[config.mk]
export PLATFORM = sky130hd
export DESIGN_NAME = a2d_round_robin
export DESIGN_NICKNAME = d
export VERILOG_FILES = /design/src/rtl/a2d_round_robin.sv
export SDC_FILE = /design/constraint.sdc
export NUM_CORES = 1
export LEC_CHECK = 0
export BUFFER_PORTS_ARGS = -buffer_cell sky130_fd_sc_hd__buf_4
export CORE_MARGIN = 2
export CORE_UTILIZATION = 40
export CTS_CLUSTER_DIAMETER = 200
export DETAILED_ROUTE_END_ITERATION = 8
export PLACE_DENSITY = 0.68
export SYNTH_ARGS = -nofsm -noshare
export SYNTH_HDL_FRONTEND = slang
export SYNTH_SLANG_ARGS = --single-unit
[constraint.sdc]
create_clock -name clk -period 6.8 [get_ports clk]
set_clock_uncertainty 0.2 [all_clocks]
set_input_delay 2.04 -clock clk [delete_from_list [all_inputs] [get_ports clk]]
set_output_delay 2.04 -clock clk [all_outputs]
set_load 0.01 [all_outputs]
[src/rtl/a2d_round_robin.sv]
// a2d_round_robin: sequences four A2D channels (left load cell, right load
// cell, steer pot, battery) over a shared 16-bit SPI master on each `nxt`
// request. Each channel uses a command transaction followed by a read
// transaction. The latest results are held in registers.
//
// Optional feature macro: A2D_LD_AVG_EN
//   defined   -> lft_ld / rght_ld hold a 2-tap running average (the first
//                capture after reset loads raw); steer_pot / batt stay raw.
//   undefined -> all four channels load the raw 12-bit sample.
//
// Handshake: spi_wrt is a one-clock start pulse. spi_cmd is stable from the
// spi_wrt cycle until the matching spi_done. spi_done is a one-clock
// completion pulse, and spi_rd_data is valid only in that cycle. spi_done is
// only honoured in WCMD and WRD.
module a2d_round_robin #(
  parameter int GAP_CYC  = 2,
  parameter int CH_LFT   = 0,
  parameter int CH_RGHT  = 4,
  parameter int CH_STEER = 5,
  parameter int CH_BATT  = 6
) (
  input  logic        clk,
  input  logic        rst,
  input  logic        nxt,
  input  logic        spi_done,
  input  logic [15:0] spi_rd_data,
  output logic        spi_wrt,
  output logic [15:0] spi_cmd,
  output logic [11:0] lft_ld,
  output logic [11:0] rght_ld,
  output logic [11:0] steer_pot,
  output logic [11:0] batt,
  output logic        round_vld,
  output logic        busy,
  output logic [2:0]  dbg_state
);

  localparam logic [2:0] IDLE = 3'd0;
  localparam logic [2:0] CMD  = 3'd1;
  localparam logic [2:0] WCMD = 3'd2;
  localparam logic [2:0] GAP  = 3'd3;
  localparam logic [2:0] RD   = 3'd4;
  localparam logic [2:0] WRD  = 3'd5;

  localparam logic [3:0] GAP_LD = 4'(GAP_CYC);
  localparam logic [2:0] CH0    = 3'(CH_LFT);
  localparam logic [2:0] CH1    = 3'(CH_RGHT);
  localparam logic [2:0] CH2    = 3'(CH_STEER);
  localparam logic [2:0] CH3    = 3'(CH_BATT);

  logic [2:0]  state;
  logic [1:0]  idx;
  logic [3:0]  gap_cnt;
  logic        capture;
  logic [11:0] sample;

  // Command word for a given channel slot: {2'b00, ch[2:0], 11'h000}.
  function automatic logic [15:0] cmd_word(input logic [1:0] i);
    logic [2:0] ch;
    case (i)
      2'd0:    ch = CH0;
      2'd1:    ch = CH1;
      2'd2:    ch = CH2;
      default: ch = CH3;
    endcase
    return {2'b00, ch, 11'h000};
  endfunction

  assign capture   = (state == WRD) && spi_done;
  assign sample    = spi_rd_data[11:0];
  assign spi_wrt   = (state == CMD) || (state == RD);
  assign busy      = (state != IDLE);
  assign dbg_state = state;

  // Main sequencer: state, channel index, gap counter and transmit word.
  always_ff @(posedge clk or posedge rst) begin
    if (rst) begin
      state   <= IDLE;
      idx     <= 2'd0;
      gap_cnt <= 4'd0;
      spi_cmd <= 16'h0000;
    end else begin
      case (state)
        IDLE: begin
          if (nxt) begin
            state   <= CMD;
            spi_cmd <= cmd_word(idx);
          end
        end
        CMD: state <= WCMD;
        WCMD: begin
          if (spi_done) begin
            gap_cnt <= GAP_LD;
            state   <= GAP;
          end
        end
        GAP: begin
          // Counter is loaded with GAP_CYC >= 1; leaving on the 1->0 step
          // gives exactly GAP_CYC idle clocks in this state.
          if (gap_cnt <= 4'd1) begin
            gap_cnt <= 4'd0;
            spi_cmd <= 16'h0000;
            state   <= RD;
          end else begin
            gap_cnt <= gap_cnt - 4'd1;
          end
        end
        RD: state <= WRD;
        WRD: begin
          if (spi_done) begin
            if (idx == 2'd3) begin
              idx   <= 2'd0;
              state <= IDLE;
            end else begin
              idx     <= idx + 2'd1;
              spi_cmd <= cmd_word(idx + 2'd1);
              state   <= CMD;
            end
          end
        end
        default: state <= IDLE;
      endcase
    end
  end

  // Round-complete pulse: high the cycle after the BATT capture.
  always_ff @(posedge clk or posedge rst) begin
    if (rst) begin
      round_vld <= 1'b0;
    end else begin
      round_vld <= capture && (idx == 2'd3);
    end
  end

`ifdef A2D_LD_AVG_EN
  logic        seen_lft;
  logic        seen_rght;
  logic [12:0] lft_sum;
  logic [12:0] rght_sum;
  logic        unused_bits;

  assign lft_sum     = {1'b0, lft_ld} + {1'b0, sample};
  assign rght_sum    = {1'b0, rght_ld} + {1'b0, sample};
  assign unused_bits = ^{spi_rd_data[15:12], lft_sum[0], rght_sum[0]};

  // Result registers: load-cell channels average with the previous value
  // once a first sample has been seen; steer and battery load raw.
  always_ff @(posedge clk or posedge rst) begin
    if (rst) begin
      lft_ld    <= 12'h000;
      rght_ld   <= 12'h000;
      steer_pot <= 12'h000;
      batt      <= 12'h000;
      seen_lft  <= 1'b0;
      seen_rght <= 1'b0;
    end else if (capture) begin
      case (idx)
        2'd0: begin
          lft_ld   <= seen_lft ? lft_sum[12:1] : sample;
          seen_lft <= 1'b1;
        end
        2'd1: begin
          rght_ld   <= seen_rght ? rght_sum[12:1] : sample;
          seen_rght <= 1'b1;
        end
        2'd2:    steer_pot <= sample;
        default: batt      <= sample;
      endcase
    end
  end
`else
  logic unused_bits;

  assign unused_bits = ^spi_rd_data[15:12];

  // Result registers: every channel loads the raw sample on its capture.
  always_ff @(posedge clk or posedge rst) begin
    if (rst) begin
      lft_ld    <= 12'h000;
      rght_ld   <= 12'h000;
      steer_pot <= 12'h000;
      batt      <= 12'h000;
    end else if (capture) begin
      case (idx)
        2'd0:    lft_ld    <= sample;
        2'd1:    rght_ld   <= sample;
        2'd2:    steer_pot <= sample;
        default: batt      <= sample;
      endcase
    end
  end
`endif

endmodule

## Word-level counts from Yosys, hierarchy flattened

Index checks and enable logic that the tools add are counted.

| word-level totals | value |
|---|---|
| bits in registers | 74 |
| bits of input ports | 20 |
| output and inout bits | 70 |
| word-level logic and storage cells | 63 |

| cells by class | value |
|---|---|
| add/subtract/negate cells | 2 |
| magnitude comparators | 1 |
| eq/ne operators | 15 |
| muxes and demuxes | 17 |
| bitwise logic cells | 1 |
| reductions and logical operators | 18 |

Operators with widths:

| cell | count |
|---|---|
| 16-bit 2-to-1 mux | 4 |
| 16-bit one-hot mux with 3 select lines | 1 |
| 3-bit one-hot mux with 3 select lines | 2 |
| 3-bit one-hot mux with 6 select lines | 1 |
| 3-bit 2-to-1 mux | 4 |
| 2-bit AND reduction | 6 |
| 2-bit inequality test, second input constant | 5 |
| 4-bit 2-to-1 mux | 2 |
| 4-bit one-hot mux with 2 select lines | 1 |
| 2-bit equality test, second input constant | 3 |
| 3-bit by 2-bit equality test with 1-bit output, second input constant | 2 |
| 3-bit equality test, second input constant | 2 |
| 3-bit nonzero test | 2 |
| 5-bit AND reduction | 1 |
| 2-bit by 1-bit equality test with 1-bit output, second input constant | 2 |
| 4-bit by 1-bit <= comparator with 1-bit output, second input constant | 1 |
| 2-bit logical NOT | 2 |
| 4-bit AND reduction | 1 |
| 4-bit by 1-bit subtractor with 4-bit output, second input constant | 1 |
| 3-bit by 1-bit equality test with 1-bit output, second input constant | 1 |
| 3-bit logical NOT | 1 |
| 3-bit OR reduction | 1 |
| 2-bit by 1-bit adder with 2-bit output, second input constant | 1 |
| 1-bit logical AND | 2 |
| other kinds (5) | 5 |

## Logic depth before layout (Yosys ltp)

| logic depth | value |
|---|---|
| depth after elaboration | 6 |
| depth in mapped cells | 6 |
| gate-level depth less buffers | 6 |

## Worst setup path before layout

Ideal clock, no wire load.

| timing path | value |
|---|---|
| kind | reg2out |
| start | reg state[2], in the netlist dbg_state[2] |
| end | out busy |
| arrival time | 1079 ps |
| required time | 4560 ps |
| setup slack | 3481 ps |
| stages on the path, launching flop included | 3 |
| path buffers | 1 |
| cells stage by stage | dfrtp_1 -> clkbuf_1 -> or3_1 |

| between the ends | value |
|---|---|
| cells in the longest elaborated chain, start to end | 1 |

Ends and longest elaborated chain:

| element | line | text |
|---|---|---|
| from (decl) | 51 | `logic [2:0] state;` |
| from (signal assigned) | 78 | `state <= IDLE;` |
| from (signal assigned) | 86 | `state <= CMD;` |
| from (signal assigned) | 90 | `CMD: state <= WCMD;` |
| 3-bit nonzero test | 72 | `assign busy = (state != IDLE);` |
| to (decl) | 34 | `output logic busy,` |

Every way passes these cells.

## Worst setup path after layout

Same ends and word-level chain as after synthesis.

==> run metrics <==
status=finished, final reports clean; final max-slew violation count=0; CTS buffer count=9; min Tclk post-route=3.70 ns; Fin Setup TNS=0 ns; post-CTS resize count=0; Worst Setup Start Kind=flip-flop; Pre-Repair DR Iteration Count=3; core footprint=6720 µm²; CTS tree=done; detailed-placement wirelength estimate=3800 µm; IO Count=90; Vias/cell=4.82; global-route wire length before repair=8550 µm; top cells by area, synth=dfrtp_1, mux2_2, ha_1; Starting Density=0.410; yosys warns=0; CTS root buf=clkbuf_8; crit-path max FO=17; DP Worst Slack=3.11 ns; Worst-Skew Late Latency=0.33 ns; Worst-path clk slew=0.07 ns; final worst slack=3.10 ns; die width=87.0 µm; n_diodes=0; critical path required time=4.56 ns; initial DRC count=39; CP Launch Point=dbg_state[2]; largest net degree at the start of global routing=62; nets=312; Hold Crit Class=flip-flop to flip-flop; layout cells sized above 1=0.503; Yosys top cell area share=0.555; CTS Hold Bufs=0; R2R Path Start=dbg_state[1]; Reg2Reg Setup Slack=4.43 ns; clock sink count=61; post-synthesis sequential area ratio=0.555; antenna viol nets, final=0; total wire length=5470 µm; DR WL/cell=14.9 µm; max_cap viols=0; Via Count=1774; Final Cycle Share=0.543; end point of the critical path=busy; Site Rows=30; Min-Delay Path Depth=1; DRC=0; Final Hold Viols=0; RSZ-0062 raised after global routing=false; total grt overflow=0; Yosys top cell by area=dfrtp_1; Slew @ Worst Pin=0.769 ns; crit path kind=flip-flop to primary output; Die Ht=87.0 µm; die footprint=7560 µm²; initial antenna violation count=0; Mapped Area=2750 µm²; Final Util=0.521; # setup viols final=0; CP Capture Type=primary output; H-tree levels=3; Max clock buf depth=2; Peak VDD IR=0.176 mV; Netlist cell types=33; vias in the first global route=1742; syn avg cell area=13.2 µm²; Reg2Reg Depth=3; Area Growth Syn to Fin=27.2%; Max Freq=271 MHz; routability cong.=0.691; PD cells=430 nW/µm²; r2r endpoint=batt[8]; #FFs+latches synth=61; synthesized netlist cell count=208; setup bufs post-CTS=0; leak pwr=0.00185 µW; Global Route Usage Sum=0.149; CP Data Arrival Time=1.46 ns; Slew headroom=0.487; port buffer count=72
[per-stage QoR]
| step | std cells | hold slack (ns) | area [µm²] | power [µW] |
|---|---|---|---|---|
| final | 368 | 0.306 | 3500 | 1510 |
| after CTS | 368 | 0.309 | 3500 | 1530 |
| after global routing | 368 | 0.313 | 3500 | 1610 |
| after detailed placement | 352 | 0.295 | 3290 | 1180 |
| after global placement | 352 | 0.289 | 3290 | 1150 |
| after floorplan | 220 | 0.268 | 2800 | 920 |
[worst min path at each step]
stage / from / to / slack [ns]
floorplan: gap_cnt[2] / gap_cnt[2] / 0.27
global placement: rght_ld[2] / rght_ld[2] / 0.29
detailed placement: steer_pot[9] / steer_pot[9] / 0.30
CTS: gap_cnt[2] / gap_cnt[2] / 0.31
global route: rght_ld[6] / rght_ld[6] / 0.31
finish: rght_ld[6] / rght_ld[6] / 0.31
[layout make-up]
class                      instances  area (µm²)
clock inverter                     6        86.3
fill                             602        3220
clock buffer                      10         128
inverter                           8        30.0
tap                               80         100
timing repair buffer              73         548
multi-input combinational        130        1080
sequential                        61        1530
[layout by cell type, fill, tap and decap left out, types with 2 or more instances in the layout]
cell type,n
a21oi_1,2
a22o_1,6
buf_4,73
bufinv_16,2
clkbuf_8,9
clkinv_2,2
conb_1,13
dfrtp_1,61
ha_1,9
inv_1,7
mux2_2,51
nand2_1,7
nand2_2,3
nand3_1,5
nor2_1,8
nor3_1,2
o21ai_0,7
or3_1,2
[per-layer routing]
metal | GRT usage | vias up | part of all wire
li1 | - | 842 | -
met4 | 0.0767 | 0 | 0.013
met2 | 0.233 | 48 | 0.50
met1 | 0.197 | 878 | 0.44
met3 | 0.0303 | 6 | 0.048
met5 | 0 | - | 0
[cell usage after synthesis]
library cell   n
mux2_2        51
clkbuf_1       1
o31ai_1        1
or4b_1         1
buf_6          3
nand2b_1       1
mux2i_1        1
a21o_1         1
and4_1         1
nand2_1        7
a21oi_1        2
nand2_2        3
xnor2_1        1
nor2_1         8
ha_1           9
dfrtp_1       61
nor3_1         2
inv_1          8
o21bai_1       1
o21ai_0        7
or3_1          2
a22o_1         6
a31oi_1        1
buf_4         14
buf_2          3
nor3b_4        1
nor2b_1        1
or2_2          1
conb_1         1
nand3_1        5
nand3b_1       1
o2bb2ai_1      1
o211ai_1       1
[worst max-delay path: stages, from the launching register on]
cell     delay (ns)
dfrtp_1        0.55
or3_1          0.43
buf_4          0.15
[power breakdown]
| part | internal, µW | leakage, µW | total [µW] | switching [µW] |
|---|---|---|---|---|
| clock | 206 | 0.000107 | 348 | 141 |
| sequential | 491 | 0.000812 | 595 | 103 |
| combinational | 315 | 0.000934 | 565 | 250 |
[state kept, by name, indices dropped and copies added (netlist names)]
| register | count |
|---|---|
| gap_cnt | 4 |
| round_vld | 1 |
| batt | 12 |
| dbg_state | 3 |
| rght_ld | 12 |
| lft_ld | 12 |
| steer_pot | 12 |
| idx | 2 |
| spi_cmd | 3 |
[cells by family (layout without fill, tap and decap cells)]
logic type	count (synthesis)	after routing	synth area share
AO/OA/AOI/OAI	21	21	0.0518
other	1	13	0.00136
AND/OR/NAND/NOR	34	34	0.0677
buffers and inverters	29	97	0.0682
adder cells (fa/ha/maj)	9	9	0.0409
multiplexers	52	52	0.212
XOR/XNOR	1	1	0.00318
flip-flops	61	61	0.555
Note: power is estimated with default switching activity, not from simulation.
